$ cat config.mk
export PLATFORM = sky130hd
export DESIGN_NAME = product_accumulator
export DESIGN_NICKNAME = d
export VERILOG_FILES = /design/src/rtl/product_accumulator.sv
export SDC_FILE = /design/constraint.sdc
export NUM_CORES = 1
export LEC_CHECK = 0
export BUFFER_PORTS_ARGS = -buffer_cell sky130_fd_sc_hd__clkbuf_2
export CORE_ASPECT_RATIO = 0.75
export CORE_UTILIZATION = 33
export DETAILED_ROUTE_END_ITERATION = 10
export PLACE_DENSITY = 0.55
export REMOVE_ABC_BUFFERS = 1
export SLEW_MARGIN = 0
export SYNTH_ARGS = -nofsm -noshare
export SYNTH_HDL_FRONTEND = slang
export SYNTH_SLANG_ARGS = --single-unit
$ cat constraint.sdc
create_clock -name clock_i -period 6.5 [get_ports clock_i]
set_input_delay 0.975 -clock clock_i [delete_from_list [all_inputs] [get_ports clock_i]]
set_output_delay 0.975 -clock clock_i [all_outputs]
set_load 0.05 [all_outputs]
$ cat src/rtl/product_accumulator.sv
// ============================================================================
// Module   : product_accumulator
// Summary  : Sums groups of COUNT unsigned 64-bit products and offers each
//            group sum on a valid/ready output with a sticky overflow flag.
// Revision : 1.0 - initial release
// ============================================================================
`default_nettype none

module product_accumulator #(
  parameter int COUNT = 8,
  parameter int ACC_W = 72
) (
  input  logic             clock_i,
  input  logic             reset_i,
  input  logic             clear_i,
  input  logic             in_valid_i,
  output logic             in_ready_o,
  input  logic [63:0]      product_i,
  output logic [ACC_W-1:0] sum_o,
  output logic             sum_valid_o,
  input  logic             sum_ready_i,
  output logic             overflow_o,
  output logic [7:0]       count_o
);

  typedef enum logic [0:0] {
    ST_ACCUM = 1'b0,
    ST_HOLD  = 1'b1
  } state_t;

  localparam logic [7:0] c_LAST = 8'(COUNT - 1);

  state_t             state_q, state_d;
  logic [ACC_W-1:0]   acc_q, acc_d;
  logic               ovf_q, ovf_d;
  logic [7:0]         count_q, count_d;
  logic [ACC_W-1:0]   sum_q, sum_d;
  logic               overflow_q, overflow_d;
  logic               sum_valid_q, sum_valid_d;

  // One extra bit captures the carry out of the accumulator width.
  logic [ACC_W:0]     w_add;
  assign w_add = {1'b0, acc_q} + (ACC_W + 1)'(product_i);

  always_ff @(posedge clock_i or posedge reset_i) begin
    if (reset_i) begin
      state_q     <= ST_ACCUM;
      acc_q       <= '0;
      ovf_q       <= 1'b0;
      count_q     <= '0;
      sum_q       <= '0;
      overflow_q  <= 1'b0;
      sum_valid_q <= 1'b0;
    end else begin
      state_q     <= state_d;
      acc_q       <= acc_d;
      ovf_q       <= ovf_d;
      count_q     <= count_d;
      sum_q       <= sum_d;
      overflow_q  <= overflow_d;
      sum_valid_q <= sum_valid_d;
    end
  end

  always_comb begin
    state_d     = state_q;
    acc_d       = acc_q;
    ovf_d       = ovf_q;
    count_d     = count_q;
    sum_d       = sum_q;
    overflow_d  = overflow_q;
    sum_valid_d = sum_valid_q;

    if (clear_i) begin
      state_d     = ST_ACCUM;
      acc_d       = '0;
      ovf_d       = 1'b0;
      count_d     = '0;
      sum_d       = '0;
      overflow_d  = 1'b0;
      sum_valid_d = 1'b0;
    end else begin
      case (state_q)
        ST_ACCUM: begin
          if (in_valid_i) begin
            if (count_q == c_LAST) begin
              sum_d       = w_add[ACC_W-1:0];
              overflow_d  = ovf_q | w_add[ACC_W];
              sum_valid_d = 1'b1;
              acc_d       = '0;
              ovf_d       = 1'b0;
              count_d     = '0;
              state_d     = ST_HOLD;
            end else begin
              acc_d   = w_add[ACC_W-1:0];
              ovf_d   = ovf_q | w_add[ACC_W];
              count_d = count_q + 8'd1;
            end
          end
        end
        ST_HOLD: begin
          // Products offered while holding are dropped; only the consumer handshake moves on.
          if (sum_ready_i) begin
            sum_valid_d = 1'b0;
            state_d     = ST_ACCUM;
          end
        end
        default: state_d = ST_ACCUM;
      endcase
    end
  end

  assign in_ready_o  = (state_q == ST_ACCUM);
  assign sum_o       = sum_q;
  assign sum_valid_o = sum_valid_q;
  assign overflow_o  = overflow_q;
  assign count_o     = count_q;

endmodule

`default_nettype wire

==> results of run 1 <==
-- flip-flops by register name, summed over array words and instances, names as in the netlist --
register and flops:
overflow_o 1, sum_valid_o 1, state_q 1, ovf_q 1
count_o 8, acc_q 72, sum_o 72
-- power breakdown --
group          internal (mW)  switching (mW)  total, mW  leakage [nW]
Sequential              1.04          0.0445       1.08          2.13
Clock                  0.627           0.448       1.07         0.296
Combinational          0.375           0.628       1.00          3.08
Total                   2.04            1.12       3.16          5.51
-- critical path, cell delays in order --
cell	delay (ps)
clkbuf_2	80
ha_1	210
fa_1	440
a211oi_1	300
o211ai_1	210
a21oi_1	420
o32ai_1	200
a211oi_1	600
o221ai_1	280
a211oi_2	800
nand2b_1	210
mux2i_1	90
-- routing by layer --
| metal | up-vias | routed length, microns | track usage [%] |
|---|---|---|---|
| li1 | 4068 | - | - |
| met1 | 4126 | 15200 | 30.2 |
| met2 | 219 | 11500 | 26.8 |
| met3 | 17 | 1510 | 3.92 |
| met4 | 0 | 270 | 4.39 |
| met5 | - | 0 | 0 |
-- kinds of logic (layout without fill, tap and decap cells) --
family | after synthesis | in the layout
xor+xnor | 66 | 66
buf+inv | 93 | 216
flops | 156 | 156
compound gates | 376 | 376
fa+ha+maj | 66 | 66
mux | 3 | 3
simple gates | 256 | 256
-- cell type report --
class,count,area [sq um]
fill,2925,17100
multi-input combinational,767,5410
sequential,156,3900
timing repair buffer,157,801
tap,385,482
clock buffer,19,453
clock inverter,13,166
inverter,27,106
-- path summary, 6_finish.rpt --
check                                 startpoint                     to  cells after the start
max                                 product_i[0]  acc_q[64]$_DFFE_PP0P_                     12
min                        sum_o[36]$_DFFE_PP0P_  sum_o[36]$_DFFE_PP0P_                      2
max reg2reg                 acc_q[0]$_DFFE_PP0P_  acc_q[64]$_DFFE_PP0P_                     11
min reg2reg                sum_o[36]$_DFFE_PP0P_  sum_o[36]$_DFFE_PP0P_                      2
max in group asynchronous                reset_i  acc_q[32]$_DFFE_PP0P_                      3
min in group asynchronous                reset_i  acc_q[13]$_DFFE_PP0P_                      2
-- through the flow --
| step | instances | instance area, sq um | hold slack (ps) | total power [mW] |
|---|---|---|---|---|
| floorplan | 950 | 9400 | 451 | 1.84 |
| global placement | 1492 | 10700 | 467 | 2.09 |
| detailed placement | 1492 | 10700 | 472 | 2.10 |
| CTS | 1524 | 11300 | 486 | 3.19 |
| global route | 1524 | 11300 | 514 | 3.35 |
| finish | 1524 | 11300 | 485 | 3.16 |
-- Yosys cell counts (4+ instances only) --
cell type / number
a211oi_1: 13
and3_1: 12
a32oi_1: 7
o221ai_1: 4
nand2_1: 88
a31oi_1: 13
a22o_1: 126
o211ai_1: 9
nand3_1: 31
nor2_1: 47
or2_2: 7
a21o_1: 22
clkbuf_1: 62
nor2b_1: 6
inv_1: 27
o21ai_0: 50
o31ai_1: 9
xnor2_1: 39
a21oi_1: 78
o21bai_1: 8
ha_1: 65
a31o_2: 4
xor2_1: 27
nand2b_1: 4
a21boi_0: 5
o21a_1: 5
nand4_1: 27
dfrtp_1: 156
or4_1: 11
nor3_1: 11
==> flow_summary.json, run 1 <==
{
  "status": "completed",
  "worstPathArrival_ps": 4820,
  "static-leakage-power_nw": 5.51,
  "max_slew_margin_pct": 19.8,
  "ys.warnings.count": 0,
  "synth-compound-area-share_pct": 28.1,
  "synth_cells": 1016,
  "ant_nets": 0,
  "power_density_nw_per_um2": 279,
  "grt_antenna_before_repair": 0,
  "finalHoldViolations": 0,
  "fin_ws_ps": 1990,
  "grt_pass1_vias": 8085,
  "cts_setup_buffers": 0,
  "dpl.hpwl_mm": 20.6,
  "ys_dominant_reg_cell": "dfrtp_1",
  "post_drt_wl_per_cell_microns": 18.7,
  "drc": 0,
  "layout_commonest_cell": "dfrtp_1",
  "num_rows": 53,
  "worstPathRequired_ps": 6810,
  "setup_viol": 0,
  "worst_pin_slew_ps": 1200,
  "synth_top_family_by_area": "compound AO/OA/AOI/OAI gates",
  "pre_cts_ws_ps": 1560,
  "drt_iter0_markers": 580,
  "cts.sinks": 156,
  "grt_usage_pct": 19.4,
  "hold_class": "flop to flop",
  "rsz0062_at_grt": "no",
  "portBuffers": 151,
  "setup.worst_path.start_class": "primary input",
  "vdd_drop_max_mv": 0.195,
  "area_growth_pct": 17.4,
  "die_h_microns": 150,
  "yosysTopAreaCell": "dfrtp_1",
  "core_area_sq_um": 28400,
  "fin_tns_setup_ps": 0,
  "clk_pin_slew_ps": 60,
  "synth_seq_area_share_pct": 40.5,
  "critPathKind": "primary input to flop",
  "async_reset_ff_share_pct": 100,
  "gp_congestion": 0.867,
  "via_per_inst": 5.53,
  "crit_path_end_kind": "flop",
  "grt_max_degree": 101,
  "dieWidth_microns": 199,
  "vias": 8430,
  "synthSimpleGateAreaFrac_pct": 12.8,
  "yosys-top-cells-area": "dfrtp_1 40%, a22o_1 11%, ha_1 8.4%, a21oi_1 4.0%, xnor2_1 3.5%",
  "max_clock_freq_ghz": 0.222,
  "initial_core_util_pct": 34.0,
  "grt-ovfl-total": 0,
  "clockRootBuffer": "clkbuf_16",
  "regToRegSetupSlack_ps": 2230,
  "netlist_area_sq_um": 9650,
  "drt_wl_total_mm": 28.5,
  "cts_tree": "done",
  "ys_seq_elements": 156,
  "clk_path_buf_depth": 2,
  "synth-edff-count": 0,
  "drt-pass1-iter-count": 6,
  "drv_cap": 0,
  "synth.area.mux_share_pct": 0.324,
  "htreeDepth": 4,
  "post-route-min-period_ps": 4510,
  "ios": 152,
  "drive_gt1_share_pct": 18.5,
  "cts_buffers": 17,
  "nNetsFinal": 1261,
  "yosys.area_share.xor_xnor_pct": 5.99,
  "cts_hold_buf": 0,
  "synth_cell_type_count": 59,
  "grt_pass1_wl_mm": 45.1,
  "antenna_cells": 0,
  "design.die.area_sq_um": 29900,
  "slew_violations": 0,
  "fin_crit_sh_pct": 69.3,
  "post-route-util_pct": 39.9,
  "fin_worst_skew_ps": 13.4,
  "critPathMaxFanout": 16,
  "clk_latency_ps": 440,
  "synthAdderAreaFrac_pct": 8.63,
  "cts.repair.resized": 0,
  "synth_top_area_share_pct": 40.5,
  "syn_area_per_cell_sq_um": 9.50,
  "final_cell_mix": "156 x dfrtp_1, 151 x clkbuf_2, 126 x a22o_1"
}
(Power assumes the default switching activity.)
==> run 2: changes to the inputs <==
ABC_AREA = 1   (was default)
PLACE_DENSITY = 0.54   (was 0.55)
clock period = 4.4 ns   (was 6.5 ns; I/O delays follow)
==> flow_summary.json, run 2 <==
{
  "path_common_cell": "nand2_1",
  "synth_cells": 1852,
  "vias": 12000,
  "synth_top_area_share_pct": 33.1,
  "async_reset_ff_share_pct": 100,
  "hold_class": "primary input to async pin",
  "worstPathArrival_ps": 3100,
  "netlist_area_sq_um": 11800,
  "cts.sinks": 156,
  "final_cell_mix": "743 x nand2_1, 270 x inv_1, 156 x dfrtp_1",
  "reg2reg_to": "acc_q[28]$_DFFE_PP0P_",
  "layout_commonest_cell": "nand2_1",
  "p_sw_share_pct": 41.5,
  "totalPowerFinal_mw": 4.98,
  "clk_latency_ps": 470,
  "yosysMostFrequentCell": "nand2_1",
  "fillers": 3786,
  "power_density_nw_per_um2": 365,
  "grt_max_degree": 100,
  "initial_core_util_pct": 33.8,
  "critPathKind": "flop to flop",
  "grt_usage_pct": 23.9,
  "ios": 152,
  "dpl.hpwl_mm": 34.2,
  "final_cells": 2467,
  "drt_iter0_markers": 1065,
  "yosys-top-cells-area": "dfrtp_1 33%, nand2_1 24%, inv_1 8.6%, ha_1 6.9%, nand3_1 5.2%",
  "status": "finished with violations",
  "grt_pass1_wl_mm": 65.7,
  "drc": 10,
  "htreeDepth": 4,
  "max_stage_delay_ps": 450,
  "violations": "design-rule violations",
  "synth_cell_type_count": 35,
  "clk_pin_slew_ps": 90,
  "nNetsFinal": 2132,
  "static-leakage-power_nw": 7.63,
  "cts_hold_buf": 0,
  "p_switching_mw": 2.06,
  "placedInstanceArea_sq_um": 13000,
  "rsz0062_at_grt": "no",
  "drt-pass1-iter-count": 8,
  "syn_area_per_cell_sq_um": 6.36,
  "via_per_inst": 4.85,
  "crit_path_end_kind": "flop",
  "path_cells": "ha_1 -> fa_1 -> nand3_1 -> nand3_2 -> nand2_1 -> nand3_2 -> nand2_1 -> nand2_1 -> nand2_1 -> nand2_1 -> xnor2_1 -> o21ai_0",
  "grt_antenna_before_repair": 0,
  "setup_viol": 0,
  "comb_power_share_pct": 36.3,
  "post_drt_wl_per_cell_microns": 17.3,
  "ys_seq_elements": 156,
  "regToRegSetupSlack_ps": 1590,
  "area_growth_pct": 15.8,
  "clk_path_buf_depth": 2,
  "clkPwrFrac_pct": 31.6,
  "cts.repair.resized": 0,
  "post-route-util_pct": 39.1,
  "core_area_sq_um": 34900,
  "critPathMaxFanout": 4,
  "cts_buffers": 17,
  "max_clock_freq_ghz": 0.356,
  "die_h_microns": 166,
  "p_seq_share_pct": 32.1,
  "fin_tns_setup_ps": 0,
  "yosysTopAreaCell": "dfrtp_1",
  "grt-ovfl-total": 0,
  "ys_dominant_reg_cell": "dfrtp_1",
  "grt_pass1_vias": 11100,
  "dieWidth_microns": 220,
  "ys_top_cells_by_count": "743 x nand2_1, 271 x inv_1, 156 x dfrtp_1",
  "placedCellCount": 2435,
  "slew_violations": 0,
  "synth_seq_area_share_pct": 33.1,
  "cts_tree": "done",
  "ant_nets": 0,
  "portBuffers": 151,
  "post-route-min-period_ps": 2810,
  "gp_congestion": 0.983,
  "fin_area_sq_um": 13700,
  "vdd_drop_max_mv": 0.247,
  "ys.warnings.count": 0,
  "finalHoldViolations": 0,
  "setup.worst_path.start_class": "flop",
  "max_slew_margin_pct": 32.4,
  "slowest_stage": "fa_1",
  "drt_wl_total_mm": 42.6,
  "fin_worst_skew_ps": 23.9,
  "r2r-start": "acc_q[0]$_DFFE_PP0P_",
  "num_rows": 59,
  "power.internal_mw": 2.91,
  "worstPathRequired_ps": 4690,
  "clockRootBuffer": "clkbuf_16",
  "synth-edff-count": 0,
  "design.die.area_sq_um": 36500,
  "drv_cap": 0,
  "reg2reg_depth": 12,
  "antenna_cells": 0,
  "drive_gt1_share_pct": 12.3,
  "worst_pin_slew_ps": 1010,
  "fin_crit_sh_pct": 63.9,
  "cts_setup_buffers": 0
}
## run 2: cell types whose count changed after synthesis, moves of 15 or more
cell | previous run | this run
a21o_1 | 22 | 1
nand2_1 | 88 | 743
nand3_1 | 31 | 122
o21ai_0 | 50 | 94
inv_2 | 0 | 15
nor2_2 | 0 | 15
nor2_1 | 47 | 143
clkbuf_1 | 62 | 14
inv_1 | 27 | 271
a22o_1 | 126 | 6
nand4_1 | 27 | 4
xnor2_1 | 39 | 24
## run 2: cell families after synthesis
kind of cell,synth area share (%)
flops,33.1
simple gates,37.9
xor+xnor,2.90
compound gates,8.77
fa+ha+maj,7.07
buf+inv,10.2
## run 2: area by class of cell
type	count	area (sq um)	area share, %
multi-input cells	1380	6690	49.0
flip-flops and latches	156	3900	28.6
inverters	286	1080	7.90
repair buffers	156	806	5.90
well taps	457	572	4.19
clock buffers	17	425	3.12
clock inverters	15	178	1.30
## run 2: stage by stage
step                worst slack, ps  hold slack, ps
floorplan                      -467             453
global placement               1340             463
detailed placement             1300             465
CTS                            1660             422
global route                   1470             465
finish                         1590             369
## run 2: routing by layer
layer	up-vias	wire [microns]	global-route usage, %
met5	-	0	0
met4	0	511	5.61
met3	29	2730	3.76
met2	384	15600	29.8
met1	5505	23800	40.7
li1	6046	-	-
## run 2: worst max-delay path, delay by kind of cell (launching register included)
family / cells / cell delay [ps]
simple gates: 8 / 1040
flops: 1 / 380
fa+ha+maj: 2 / 680
compound gates: 1 / 120
xor+xnor: 1 / 400
## run 2: worst max-delay path by stage
stage / slack [ps] / startpoint / endpoint / cells past startpoint
after floorplan: -470 / reset_i / acc_q[0]$_DFFE_PP0P_ / 1
after global placement: 1340 / product_i[0] / sum_o[60]$_DFFE_PP0P_ / 15
after detailed placement: 1300 / product_i[0] / acc_q[28]$_DFFE_PP0P_ / 13
after CTS: 1660 / acc_q[0]$_DFFE_PP0P_ / sum_o[30]$_DFFE_PP0P_ / 12
after global routing: 1470 / acc_q[0]$_DFFE_PP0P_ / sum_o[30]$_DFFE_PP0P_ / 12
final: 1590 / acc_q[0]$_DFFE_PP0P_ / acc_q[28]$_DFFE_PP0P_ / 12
## run 2: power groups by stage
stage,Combinational (mW),Sequential (mW),Clock [mW]
CTS,1.77,1.59,1.61
floorplan,1.17,1.62,0
global route,2.00,1.61,1.65
detailed placement,1.77,1.62,0
global placement,1.77,1.62,0
finish,1.81,1.60,1.57
